`config.mk`:
```
export PLATFORM = sky130hd
export DESIGN_NAME = load_store_unit
export DESIGN_NICKNAME = d
export VERILOG_FILES = /design/src/rtl/load_store_unit.sv
export SDC_FILE = /design/constraint.sdc
export NUM_CORES = 1
export LEC_CHECK = 0
export ABC_AREA = 1
export CORE_ASPECT_RATIO = 1.5
export CORE_MARGIN = 3
export CORE_UTILIZATION = 35
export DETAILED_ROUTE_END_ITERATION = 6
export PLACE_DENSITY_LB_ADDON = 0.08
export SLEW_MARGIN = 20
export SYNTH_ARGS = -nofsm -noshare
export SYNTH_HDL_FRONTEND = slang
export SYNTH_SLANG_ARGS = --single-unit
```
`constraint.sdc`:
```
create_clock -name clk -period 2.1 [get_ports clk]
set_clock_uncertainty 0.05 [all_clocks]
set_input_delay 0.525 -clock clk [delete_from_list [all_inputs] [get_ports clk]]
set_output_delay 0.525 -clock clk [all_outputs]
set_load 0.02 [all_outputs]
```
`src/rtl/load_store_unit.sv`:
```
// Load/store unit: one data-memory transaction per request over a req/gnt/rvalid bus,
// with byte-enable generation, lane replication, load extension and error flagging.
module load_store_unit #(
    parameter int unsigned MAX_WAIT = 255
) (
    input  logic        clk,
    input  logic        rst_n,
    input  logic        start,
    input  logic        is_store,
    input  logic [2:0]  funct3,
    input  logic [31:0] addr,
    input  logic [31:0] wdata,
    output logic        busy,
    output logic        done,
    output logic [31:0] rdata,
    output logic        misaligned,
    output logic        bus_err,
    output logic        mem_req,
    output logic        mem_we,
    output logic [31:0] mem_addr,
    output logic [3:0]  mem_be,
    output logic [31:0] mem_wdata,
    input  logic        mem_gnt,
    input  logic        mem_rvalid,
    input  logic [31:0] mem_rdata
);

    localparam int unsigned CNT_W = 8;
    localparam int unsigned XLEN  = 32;

    typedef enum logic [1:0] {
        IDLE = 2'd0,
        REQ  = 2'd1,
        RESP = 2'd2
    } state_t;

    state_t            state, state_nx;
    logic [CNT_W-1:0]  cnt, cnt_nx;
    logic [2:0]        lat_f3, lat_f3_nx;
    logic [1:0]        lat_off, lat_off_nx;
    logic              busy_nx, done_nx, mis_nx, berr_nx;
    logic              mem_req_nx, mem_we_nx;
    logic [XLEN-1:0]   mem_addr_nx, mem_wdata_nx, rdata_nx;
    logic [3:0]        mem_be_nx;

    logic              req_bad;
    logic [3:0]        be_c;
    logic [XLEN-1:0]   wd_c;
    logic [XLEN-1:0]   lane;
    logic [XLEN-1:0]   load_c;

    // Request legality: illegal encodings and size-misaligned addresses
    always_comb begin
        req_bad = 1'b0;
        if (funct3 == 3'b011 || funct3 == 3'b110 || funct3 == 3'b111)
            req_bad = 1'b1;
        if (is_store && funct3[2])
            req_bad = 1'b1;
        if (funct3[1:0] == 2'b01 && addr[0])
            req_bad = 1'b1;
        if (funct3[1:0] == 2'b10 && addr[1:0] != 2'b00)
            req_bad = 1'b1;
    end

    // Byte enables and lane-replicated store data for the incoming request
    always_comb begin
        be_c = 4'b1111;
        wd_c = wdata;
        unique case (funct3[1:0])
            2'b00: begin
                be_c = 4'b0001 << addr[1:0];
                wd_c = {4{wdata[7:0]}};
            end
            2'b01: begin
                be_c = 4'b0011 << addr[1:0];
                wd_c = {2{wdata[15:0]}};
            end
            default: begin
                be_c = 4'b1111;
                wd_c = wdata;
            end
        endcase
    end

    // Lane select and sign/zero extension of the returned word
    always_comb begin
        lane = mem_rdata >> {lat_off, 3'b000};
        unique case (lat_f3)
            3'b000:  load_c = {{24{lane[7]}}, lane[7:0]};
            3'b001:  load_c = {{16{lane[15]}}, lane[15:0]};
            3'b100:  load_c = {24'd0, lane[7:0]};
            3'b101:  load_c = {16'd0, lane[15:0]};
            default: load_c = lane;
        endcase
    end

    // Next-state and registered-output logic
    always_comb begin
        state_nx     = state;
        cnt_nx       = cnt;
        lat_f3_nx    = lat_f3;
        lat_off_nx   = lat_off;
        done_nx      = 1'b0;
        mis_nx       = 1'b0;
        berr_nx      = 1'b0;
        mem_req_nx   = mem_req;
        mem_we_nx    = mem_we;
        mem_addr_nx  = mem_addr;
        mem_be_nx    = mem_be;
        mem_wdata_nx = mem_wdata;
        rdata_nx     = rdata;
        unique case (state)
            IDLE: begin
                if (start) begin
                    if (req_bad) begin
                        done_nx = 1'b1;
                        mis_nx  = 1'b1;
                    end else begin
                        state_nx     = REQ;
                        cnt_nx       = '0;
                        lat_f3_nx    = funct3;
                        lat_off_nx   = addr[1:0];
                        mem_req_nx   = 1'b1;
                        mem_we_nx    = is_store;
                        mem_addr_nx  = {addr[31:2], 2'b00};
                        mem_be_nx    = be_c;
                        mem_wdata_nx = wd_c;
                    end
                end
            end
            REQ, RESP: begin
                if (state == REQ && mem_gnt && mem_we) begin
                    state_nx   = IDLE;
                    mem_req_nx = 1'b0;
                    done_nx    = 1'b1;
                end else if (state == RESP && mem_rvalid) begin
                    state_nx = IDLE;
                    done_nx  = 1'b1;
                    rdata_nx = load_c;
                end else if (cnt == CNT_W'(MAX_WAIT - 1)) begin
                    state_nx   = IDLE;
                    mem_req_nx = 1'b0;
                    done_nx    = 1'b1;
                    berr_nx    = 1'b1;
                end else begin
                    cnt_nx = cnt + CNT_W'(1);
                    if (state == REQ && mem_gnt) begin
                        state_nx   = RESP;
                        mem_req_nx = 1'b0;
                    end
                end
            end
            default: state_nx = IDLE;
        endcase
        busy_nx = (state_nx != IDLE);
    end

    // State and output registers
    always_ff @(posedge clk or negedge rst_n) begin
        if (!rst_n) begin
            state      <= IDLE;
            cnt        <= '0;
            lat_f3     <= '0;
            lat_off    <= '0;
            busy       <= 1'b0;
            done       <= 1'b0;
            misaligned <= 1'b0;
            bus_err    <= 1'b0;
            mem_req    <= 1'b0;
            mem_we     <= 1'b0;
            mem_addr   <= '0;
            mem_be     <= '0;
            mem_wdata  <= '0;
            rdata      <= '0;
        end else begin
            state      <= state_nx;
            cnt        <= cnt_nx;
            lat_f3     <= lat_f3_nx;
            lat_off    <= lat_off_nx;
            busy       <= busy_nx;
            done       <= done_nx;
            misaligned <= mis_nx;
            bus_err    <= berr_nx;
            mem_req    <= mem_req_nx;
            mem_we     <= mem_we_nx;
            mem_addr   <= mem_addr_nx;
            mem_be     <= mem_be_nx;
            mem_wdata  <= mem_wdata_nx;
            rdata      <= rdata_nx;
        end
    end

endmodule

```
==> metrics.json <==
{
  "finalHoldViolations": {"value": 0},
  "share_of_layout_cells_above_drive_strength_1": {"value": 9.96, "unit": "%"},
  "areaGrowthSynthToFinish": {"value": 54.1, "unit": "%"},
  "floorplan.initialDensity": {"value": 36.1, "unit": "%"},
  "netlist-cell-type-count": {"value": 28},
  "leakagePower": {"value": 4.48, "unit": "nW"},
  "first_pass_iters": {"value": 4},
  "crit_arrival": {"value": 1420, "unit": "ps"},
  "vias_in_the_first_global_route": {"value": 5765},
  "critical_path.slowest_cell": {"value": "sky130_fd_sc_hd__clkdlybuf4s50_1"},
  "max_slew_margin": {"value": 55.9, "unit": "%"},
  "ys_warn_count": {"value": 0},
  "r2r-start": {"value": "state[1]$_DFF_PN0_"},
  "setup_ws": {"value": 101, "unit": "ps"},
  "track_usage": {"value": 20.0, "unit": "%"},
  "finished_cell_area": {"value": 9120, "unit": "um^2"},
  "max_cap_viol_count": {"value": 0},
  "syn-mean-instance-area": {"value": 7.47, "unit": "um^2"},
  "clock_power_share": {"value": 23.9, "unit": "%"},
  "min-delay-path-class": {"value": "flip-flop to flip-flop"},
  "clock.fmax": {"value": 500, "unit": "MHz"},
  "nets": {"value": 1132},
  "total_wire_length_after_detailed_routing": {"value": 18100, "unit": "um"},
  "clk-insertion-delay-late": {"value": 410, "unit": "ps"},
  "dr.first_iter.drc_count": {"value": 325},
  "crit_path_cell_trace": {"value": "clkdlybuf4s50_1"},
  "worst_setup_path_startpoint": {"value": "mem_we$_DFFE_PN0P_"},
  "placed_cell_area": {"value": 8460, "unit": "um^2"},
  "ys_seq_elements": {"value": 119},
  "highest-signal-layer": {"value": "met4"},
  "cts_resized": {"value": 0},
  "antenna_found_initial": {"value": 0},
  "std_cell_rows": {"value": 57},
  "met3_wirelength": {"value": 1170, "unit": "um"},
  "clock_sink_count": {"value": 119},
  "port_buffers": {"value": 208},
  "pwr-share-seq": {"value": 29.2, "unit": "%"},
  "timing.hold.ws": {"value": 425, "unit": "ps"},
  "place_congestion": {"value": 0.816},
  "timing.critical_path.buf_inv": {"value": 1},
  "global_route.overflow_total": {"value": 0},
  "timing_worst_slew_pin_value": {"value": 662, "unit": "ps"},
  "max-clock-path-buffers": {"value": 2},
  "status": {"value": "complete, no violations"},
  "ant_nets": {"value": 0},
  "wirelength_met1": {"value": 7380, "unit": "um"},
  "floorplan.die.width": {"value": 112, "unit": "um"},
  "core": {"value": 16400, "unit": "um^2"},
  "netlist_area": {"value": 5920, "unit": "um^2"},
  "routed-wl-met2": {"value": 9220, "unit": "um"},
  "ff2ff_setup_slack": {"value": 260, "unit": "ps"},
  "inserted_clock_buffers": {"value": 17},
  "hpwlAfterDp": {"value": 13200, "unit": "um"},
  "synth_seq_area_share": {"value": 50.3, "unit": "%"},
  "maxSlewViolCount": {"value": 0},
  "hold_start": {"value": "mem_addr[14]$_DFFE_PN0P_"},
  "worst-endpoint-required": {"value": 1520, "unit": "ps"},
  "power.density_cell_area": {"value": 1470, "unit": "nW/um^2"},
  "p_sw_share": {"value": 38.9, "unit": "%"},
  "setup_violations": {"value": 0},
  "layout_worst_path_cycle_share": {"value": 95.2, "unit": "%"},
  "first_pass_grt_wire_length": {"value": 29500, "unit": "um"},
  "reg_clk_slew_reported_paths": {"value": 60, "unit": "ps"},
  "timing.critical_path.slowest_cell_delay": {"value": 650, "unit": "ps"},
  "vdd_ir_drop_max": {"value": 0.623, "unit": "mV"},
  "switching_power": {"value": 0.00520, "unit": "W"},
  "clockRootBuffer": {"value": "sky130_fd_sc_hd__clkbuf_16"},
  "endpoint_kind": {"value": "output pin"},
  "critical_path.top_delay_family": {"value": "buffers and inverters"},
  "route.detailed.wl_per_inst": {"value": 14.6, "unit": "um"},
  "tns": {"value": 0, "unit": "ps"},
  "preCtsSetupSlack": {"value": -101, "unit": "ps"},
  "grt_start_max_net_pins": {"value": 58},
  "route.detailed.drc": {"value": 0},
  "die_h": {"value": 165, "unit": "um"},
  "crit_path_max_fanout": {"value": 3},
  "tritoncts_clock_tree": {"value": "yes"},
  "viasPerCell": {"value": 4.56},
  "grt_setup_unrepaired": {"value": "false"},
  "ioPinCount": {"value": 211},
  "antenna-diode-count": {"value": 0},
  "final_period_minus_worst_setup_slack": {"value": 2000, "unit": "ps"},
  "die-area": {"value": 18500, "unit": "um^2"},
  "setup.worst_path.class": {"value": "flip-flop to output pin"},
  "dpl.cell_count": {"value": 1207},
  "combinationalPowerShare": {"value": 46.9, "unit": "%"},
  "syn-instance-count": {"value": 792},
  "internal_power": {"value": 0.00818, "unit": "W"},
  "finish.cell_count_without_fillers": {"value": 1240},
  "cts.htree.levels": {"value": 4},
  "timing.critical_path.from_type": {"value": "flip-flop"},
  "vias": {"value": 5660}
}
==> state kept, by name (all words and copies together), names as in the netlist, 2 cells and up <==
register   cells
lat_f3         3
mem_addr      30
state          2
cnt            8
lat_off        2
mem_wdata     32
rdata         32
mem_be         4
==> kinds of logic after synthesis <==
group	after synthesis	synth area share, %
and+or+nand+nor	460	31.8
DFF	119	50.3
other	1	0.0634
buffers and inverters	98	7.02
xor gates and xnor gates	2	0.296
AOI/OAI and AO/OA	106	9.26
adders and majority gates	6	1.27
==> per-stage QoR <==
| step | util [%] | total power (W) |
|---|---|---|
| floorplan | - | 0.00723 |
| global placement | 51.6 | 0.0102 |
| detailed placement | 51.6 | 0.0103 |
| CTS | 55.6 | 0.0136 |
| global route | 55.6 | 0.0144 |
| finish | 55.6 | 0.0134 |
==> routing by layer <==
metal | vias to the layer above | global-route usage, %
met3 | 24 | 6.09
met4 | 0 | 6.62
met5 | - | 0
met1 | 2545 | 23.3
met2 | 165 | 35.0
li1 | 2926 | -
==> power groups by stage <==
stage	logic (W)	clock network (W)	registers, W
after floorplan	0.00224	0	0.00499
after global placement	0.00632	0	0.00393
after detailed placement	0.00635	0	0.00393
after CTS	0.00637	0.00328	0.00393
after global routing	0.00692	0.00338	0.00407
final	0.00627	0.00320	0.00391
==> path summary, 6_finish.rpt <==
| kind | to | cells past startpoint |
|---|---|---|
| worst min register to register | mem_addr[14]$_DFFE_PN0P_ | 2 |
| min in group asynchronous | cnt[5]$_DFFE_PN0P_ | 2 |
| max in group asynchronous | mem_wdata[19]$_DFFE_PN0P_ | 3 |
| worst max register to register | rdata[20]$_DFFE_PN0P_ | 9 |
| worst min-delay path | mem_addr[14]$_DFFE_PN0P_ | 2 |
| worst max-delay path | mem_we | 1 |
==> cell type report <==
| type | instances | area, um^2 |
|---|---|---|
| Tap cell | 206 | 258 |
| Timing Repair Buffer | 248 | 2480 |
| Fill cell | 1590 | 7280 |
| Multi-Input combinational cell | 576 | 2530 |
| Clock buffer | 19 | 453 |
| Clock inverter | 13 | 195 |
| Inverter | 59 | 221 |
| Sequential cell | 119 | 2980 |
==> cells in the mapped netlist <==
cell | count | area (um^2)
sky130_fd_sc_hd__a21oi_1 | 25 | 125
sky130_fd_sc_hd__buf_1 | 5 | 18.8
sky130_fd_sc_hd__buf_2 | 12 | 60.1
sky130_fd_sc_hd__buf_4 | 6 | 45.0
sky130_fd_sc_hd__buf_6 | 1 | 11.3
sky130_fd_sc_hd__clkbuf_1 | 13 | 48.8
sky130_fd_sc_hd__clkbuf_2 | 2 | 10.0
sky130_fd_sc_hd__conb_1 | 1 | 3.75
sky130_fd_sc_hd__dfrtp_1 | 119 | 2980
sky130_fd_sc_hd__ha_1 | 6 | 75.1
sky130_fd_sc_hd__inv_1 | 56 | 210
sky130_fd_sc_hd__inv_2 | 3 | 11.3
sky130_fd_sc_hd__nand2_1 | 363 | 1360
sky130_fd_sc_hd__nand2_2 | 3 | 18.8
sky130_fd_sc_hd__nand3_1 | 46 | 230
sky130_fd_sc_hd__nand3_2 | 2 | 20.0
sky130_fd_sc_hd__nand3_4 | 1 | 17.5
sky130_fd_sc_hd__nor2_1 | 23 | 86.3
sky130_fd_sc_hd__nor2_2 | 1 | 6.26
sky130_fd_sc_hd__nor2_4 | 2 | 22.5
sky130_fd_sc_hd__nor3_1 | 1 | 5.00
sky130_fd_sc_hd__o211ai_1 | 5 | 37.5
sky130_fd_sc_hd__o21a_1 | 1 | 7.51
sky130_fd_sc_hd__o21ai_0 | 70 | 350
sky130_fd_sc_hd__o21ai_1 | 4 | 20.0
sky130_fd_sc_hd__o21bai_1 | 1 | 7.51
sky130_fd_sc_hd__or2_2 | 18 | 113
sky130_fd_sc_hd__xor2_1 | 2 | 17.5
==> timing repair <==
action | 4_1_cts | 5_1_grt
setup buffers | 0 | 0
hold endpoints to repair | 15 | 0
hold buffers | 1 | 0
endpoints found under the setup margin | 0 | 0
==> placed cells by master, fill, tap and decap left out, types with 3 or more instances in the layout <==
cell type and count:
sky130_fd_sc_hd__inv_2 3, sky130_fd_sc_hd__buf_12 8, sky130_fd_sc_hd__nand3_1 46, sky130_fd_sc_hd__nor2_1 22
sky130_fd_sc_hd__bufinv_16 4, sky130_fd_sc_hd__a21oi_1 25, sky130_fd_sc_hd__o21ai_1 4, sky130_fd_sc_hd__nand2_1 363
sky130_fd_sc_hd__clkdlybuf4s50_1 207, sky130_fd_sc_hd__o21ai_0 70, sky130_fd_sc_hd__clkinvlp_4 3, sky130_fd_sc_hd__ha_1 6
sky130_fd_sc_hd__dfrtp_1 119, sky130_fd_sc_hd__buf_4 32, sky130_fd_sc_hd__clkinv_4 4, sky130_fd_sc_hd__o211ai_1 5
sky130_fd_sc_hd__inv_1 56, sky130_fd_sc_hd__clkbuf_16 17, sky130_fd_sc_hd__nand2_2 3, sky130_fd_sc_hd__or2_2 18
Power figures use the tool's default switching activity.
